--- src/rtl/store_buffer.sv ---
// Posted-write store buffer: in-order FIFO of aligned stores drained to the data
// memory over req/ack, with youngest-entry coalescing and load-hazard detection.
module store_buffer #(
    parameter int DEPTH  = 4,
    parameter int AWIDTH = 30
) (
    input  logic                       clk,
    input  logic                       rst_n,
    input  logic                       enq_valid,
    output logic                       enq_ready,
    input  logic [AWIDTH-1:0]          enq_addr,
    input  logic [31:0]                enq_data,
    input  logic [3:0]                 enq_wbe,
    output logic                       mem_req,
    output logic [AWIDTH-1:0]          mem_addr,
    output logic [31:0]                mem_din,
    output logic [3:0]                 mem_wbe,
    input  logic                       mem_ack,
    input  logic                       ld_valid,
    input  logic [AWIDTH-1:0]          ld_addr,
    output logic                       ld_hazard,
    output logic                       empty,
    output logic [$clog2(DEPTH):0]     count
);

    localparam int PW = $clog2(DEPTH);
    localparam int CW = PW + 1;

    logic [AWIDTH-1:0] addr_q [DEPTH];
    logic [AWIDTH-1:0] addr_d [DEPTH];
    logic [31:0]       data_q [DEPTH];
    logic [31:0]       data_d [DEPTH];
    logic [3:0]        wbe_q  [DEPTH];
    logic [3:0]        wbe_d  [DEPTH];
    logic [PW-1:0]     head_q, head_d;
    logic [PW-1:0]     tail_q, tail_d;
    logic [CW-1:0]     count_q, count_d;

    logic [PW-1:0]     young_s;
    logic              zero_mask_s;
    logic              coalesce_hit_s;
    logic              push_s;
    logic              pop_s;

    // Enqueue acceptance and coalesce decision, from pre-edge state only.
    always_comb begin
        young_s        = tail_q - {{(PW-1){1'b0}}, 1'b1};
        zero_mask_s    = (enq_wbe == 4'b0000);
        // With two or more entries the youngest can never be the head.
        coalesce_hit_s = (count_q >= CW'(2)) && (addr_q[young_s] == enq_addr);
        enq_ready      = (count_q < CW'(DEPTH)) || coalesce_hit_s || zero_mask_s;
        push_s         = enq_valid && enq_ready && !zero_mask_s;
        pop_s          = (count_q != {CW{1'b0}}) && mem_ack;
    end

    // Next-state: merge or append at tail, pop at head, net count update.
    always_comb begin
        addr_d  = addr_q;
        data_d  = data_q;
        wbe_d   = wbe_q;
        head_d  = head_q;
        tail_d  = tail_q;
        count_d = count_q;
        if (push_s) begin
            if (coalesce_hit_s) begin
                for (int b = 0; b < 4; b++) begin
                    if (enq_wbe[b]) begin
                        data_d[young_s][8*b +: 8] = enq_data[8*b +: 8];
                    end else begin
                        data_d[young_s][8*b +: 8] = data_q[young_s][8*b +: 8];
                    end
                end
                wbe_d[young_s] = wbe_q[young_s] | enq_wbe;
            end else begin
                addr_d[tail_q] = enq_addr;
                data_d[tail_q] = enq_data;
                wbe_d[tail_q]  = enq_wbe;
                tail_d         = tail_q + {{(PW-1){1'b0}}, 1'b1};
            end
        end else begin
            tail_d = tail_q;
        end
        if (pop_s) begin
            head_d = head_q + {{(PW-1){1'b0}}, 1'b1};
        end else begin
            head_d = head_q;
        end
        case ({push_s && !coalesce_hit_s, pop_s})
            2'b10:   count_d = count_q + {{(CW-1){1'b0}}, 1'b1};
            2'b01:   count_d = count_q - {{(CW-1){1'b0}}, 1'b1};
            default: count_d = count_q;
        endcase
    end

    // State registers; reset discards every pending store.
    always_ff @(posedge clk or negedge rst_n) begin
        if (!rst_n) begin
            head_q  <= {PW{1'b0}};
            tail_q  <= {PW{1'b0}};
            count_q <= {CW{1'b0}};
            for (int i = 0; i < DEPTH; i++) begin
                addr_q[i] <= {AWIDTH{1'b0}};
                data_q[i] <= 32'h0000_0000;
                wbe_q[i]  <= 4'b0000;
            end
        end else begin
            head_q  <= head_d;
            tail_q  <= tail_d;
            count_q <= count_d;
            for (int i = 0; i < DEPTH; i++) begin
                addr_q[i] <= addr_d[i];
                data_q[i] <= data_d[i];
                wbe_q[i]  <= wbe_d[i];
            end
        end
    end

    // Drain port and status; popped slots keep stale data, so gate by mem_req.
    always_comb begin
        empty   = (count_q == {CW{1'b0}});
        count   = count_q;
        mem_req = !empty;
        if (mem_req) begin
            mem_addr = addr_q[head_q];
            mem_din  = data_q[head_q];
            mem_wbe  = wbe_q[head_q];
        end else begin
            mem_addr = {AWIDTH{1'b0}};
            mem_din  = 32'h0000_0000;
            mem_wbe  = 4'b0000;
        end
    end

    // Load hazard over pending slots: offset from head below count.
    always_comb begin
        logic [PW-1:0] off_s;
        ld_hazard = 1'b0;
        off_s     = {PW{1'b0}};
        for (int i = 0; i < DEPTH; i++) begin
            off_s = PW'(i) - head_q;
            if (ld_valid && ({1'b0, off_s} < count_q) && (addr_q[i] == ld_addr)) begin
                ld_hazard = 1'b1;
            end else begin
                ld_hazard = ld_hazard;
            end
        end
    end

endmodule

--- config.mk ---
export PLATFORM = sky130hd
export DESIGN_NAME = store_buffer
export DESIGN_NICKNAME = d
export VERILOG_FILES = /design/src/rtl/store_buffer.sv
export SDC_FILE = /design/constraint.sdc
export NUM_CORES = 1
export LEC_CHECK = 0
export ABC_AREA = 1
export CAP_MARGIN = 20
export CORE_ASPECT_RATIO = 0.9
export CORE_MARGIN = 2
export CORE_UTILIZATION = 55
export DETAILED_ROUTE_END_ITERATION = 8
export PLACE_DENSITY = 0.74
export SYNTH_ARGS = -nofsm -noshare
export SYNTH_HDL_FRONTEND = slang
export SYNTH_SLANG_ARGS = --single-unit
--- constraint.sdc ---
create_clock -name clk -period 5 [get_ports clk]
set_input_delay 0.75 -clock clk [delete_from_list [all_inputs] [get_ports clk]]
set_output_delay 0.75 -clock clk [all_outputs]
set_load 0.005 [all_outputs]
==> reports/qor.csv <==
stage,metric,value,unit
critical_path,critical path class,flip-flop to output port,
sta,Final Skew,14.1,ps
synth,top post-synthesis cells by area,"dfrtp_1, nand2_1, o21ai_0, nand3_1, inv_1",
finish,antenna cell count,0,
synth,cell taking the most area after synthesis,dfrtp_1,
critical_path,CP startpoint,tail_q[1],
synth,post-synthesis xor/xnor area fraction,0.0352,
clock_tree,H-Tree Level Count,2,
place,post-DP HPWL,45300,um
floorplanning,core area,34900,um2
finish,layout cells sized above 1,0.0474,
synth,YS warnings,0,
sta,Max Slew Vio Count,0,
job,Max-cap violations,0,
synth,Synth top area share,0.350,
sta,FMAX,207,MHz
floorplanning,Die Area,36800,um2
global_routing,GR Util All Layers,0.398,
place,dpl ws,320,ps
critical_path,crit path to,enq_ready,
clock_tree,CTS tree,yes,
sta,RSZ-0062 raised after global routing,false,
sta,Setup Total Neg Slack,0,ps
finish,nets,3151,
sta,final hold vios,0,
routing,detailed-route via count,21502,
clock_tree,clk slew on worst S/H paths,60,ps
synth,top post-synthesis cells by count,"nand2_1, o21ai_0, dfrtp_1, nand3_1, inv_1",
critical_path,critical path arrival,4080,ps
sta,fin worst setup slack,169,ps
synth,share of synthesized flip-flops with an asynchronous set or reset,1.00,
finish,Area growth syn-to-layout,15.6,%
routing,drc violations,0,
sta,setup violators final,0,
finish,fin util,0.643,
synth,Yosys cell types,42,
sta,fin crit period,4830,ps
power,Static Leakage,11.3,nW
synth,main flop type after synthesis,dfrtp_1,
power,maximum VDD drop,0.681,mV
routing,Routed WL,73700,um
global_routing,vias in the first global route,20651,
synth,"Seq/Total Area, Yosys",0.350,
synth,#FFs+latches synth,271,
place,GPL Wtd Cong,0.983,
sta,Hold Slack,166,ps
clock_tree,Post-CTS Repair Setup Buffers,0,
critical_path,Worst setup SP type,flip-flop,
critical_path,R2R setup slack,240,ps
global_routing,grt total ovfl,0,
routing,Routed Antenna Nets,0,
global_routing,largest net degree at the start of global routing,123,
critical_path,r2r worst-path depth,15,
synth,syn nets,3080,
place,# port buffers,173,
power,pwr/cell area,679,nW/um2
critical_path,CP Data Required Time,4250,ps
global_routing,first-pass GRT wire length,115000,um
floorplanning,Initial Utilization,0.556,
floorplanning,Die W,202,um
synth,mapped cell area,19400,um2
clock_tree,Clock Latency Late Sink,530,ps
routing,WL per Instance,20.9,um
status,status,finished clean,
clock_tree,clk buf depth,3,
synth,synthesized instance count,2965,
synth,multiplexer share of the synthesized area,0,
synth,most common cell in the synthesized netlist,nand2_1,
synth,main combinational cell family by area after synthesis,simple AND/OR/NAND/NOR gates,
critical_path,RR Startpoint,tail_q[1],
synth,number of flops mapped to enable cells by yosys,0,
sta,Worst Tran Pin Value,1110,ps
synth,Adder-Cell Fraction of Synth Area,0.00942,
clock_tree,CTS resizes,0,
global_routing,initial antenna violation count,0,
synth,simple-gate area share of the yosys netlist,0.371,
routing,drt first pass iters,7,
clock_tree,hold buffers post-CTS,0,
routing,initial DRC count,2478,
sta,Max-Slew Margin vs Limit,0.257,
floorplanning,Die H,182,um
critical_path,Worst setup EP type,output port,
clock_tree,CTS Buf Count,34,
routing,routed vias/inst,6.09,
clock_tree,clk sink count,271,
clock_tree,Root Buffer,clkbuf_16,
synth,Mapped Avg Cell Area,6.54,um2
critical_path,CP max FO,102,
hold_path,Tightest Hold Check Type,input port to async pin,
synth,Synth Area in Compound Gates,0.145,
sta,fin crit share,0.966,
critical_path,r2r endpoint,data_q[119],
floorplanning,Rows,65,
floorplanning,I/O pin total,174,
==> layer usage <==
metal | vias to the layer above | track usage | part of all wire
met3 | 291 | 0.0618 | 0.12
met4 | 0 | 0.200 | 0.051
met2 | 1473 | 0.641 | 0.45
met1 | 9950 | 0.523 | 0.38
met5 | - | 0 | 0
li1 | 9788 | - | -
==> area by class of cell <==
| type | instances | area [um2] |
|---|---|---|
| fill | 3184 | 12500 |
| multi-input combinational | 2299 | 10900 |
| sequential | 271 | 6790 |
| timing repair buffer | 216 | 2180 |
| clock buffer | 51 | 1030 |
| inverter | 214 | 808 |
| tap | 469 | 587 |
| clock inverter | 8 | 124 |
==> through the flow <==
step	total power, W	instance area, um2	std cells
global route	0.0162	22400	3528
CTS	0.0150	22400	3527
global placement	0.0122	21300	3468
detailed placement	0.0123	21300	3468
floorplan	0.00922	19400	2965
finish	0.0152	22400	3528
==> report_power, final <==
group	internal (W)	switching, W	total, W
Clock	0.00157	0.00102	0.00259
Combinational	0.00304	0.00552	0.00857
Sequential	0.00307	0.00100	0.00407
==> state kept, by name, indices dropped and copies added, names as in the netlist <==
register  flops
addr_q      120
count         3
data_q      128
head_q        2
tail_q        2
wbe_q        16
==> worst max-delay path, cell delays in order, from the launching register on <==
cell and delay, ps:
dfrtp_1 470, inv_1 170, ha_4 320, buf_12 480, nand3_1 210, nand3_1 200
nand4_1 110, nor2_1 290, nand2_1 150, nor2_2 140, nand2_4 280, nand2_1 170
clkdlybuf4s50_1 510
==> placed cells by master, fill, tap and decap left out, drive strengths merged <==
master         instances
fa                     1
a22oi                 11
bufinv                 3
clkbuf                51
xor2                  44
a221oi                55
or2                    5
a22o                   3
nor4                  16
nor2                 216
nand2               1173
o22ai                 10
o21ai                317
dfrtp                271
o211ai                33
a31oi                 11
a21oi                 39
inv                  215
buf                   44
nor3                   8
nand3                279
clkinv                 2
o221ai                 4
nand4                 23
clkinvlp               2
o2111ai                2
ha                    13
xnor2                 34
o2111a                 1
clkdlybuf4s50        172
nor3b                  1
==> cells by family after synthesis <==
kind of cell               Yosys count
AOI/OAI and AO/OA                  486
xor gates and xnor gates            78
adders and majority gates           14
buffers and inverters              395
DFF                                271
and+or+nand+nor                   1721
==> worst min path at each step <==
stage,to,slack (ps),cells past startpoint
2_1_floorplan,addr_q[0],450,0
3_3_place_gp,data_q[10],490,2
3_5_place_dp,data_q[10],490,2
4_1_cts,addr_q[92],230,1
5_1_grt,addr_q[92],230,1
6_report,addr_q[92],170,1
(Power assumes the default switching activity.)
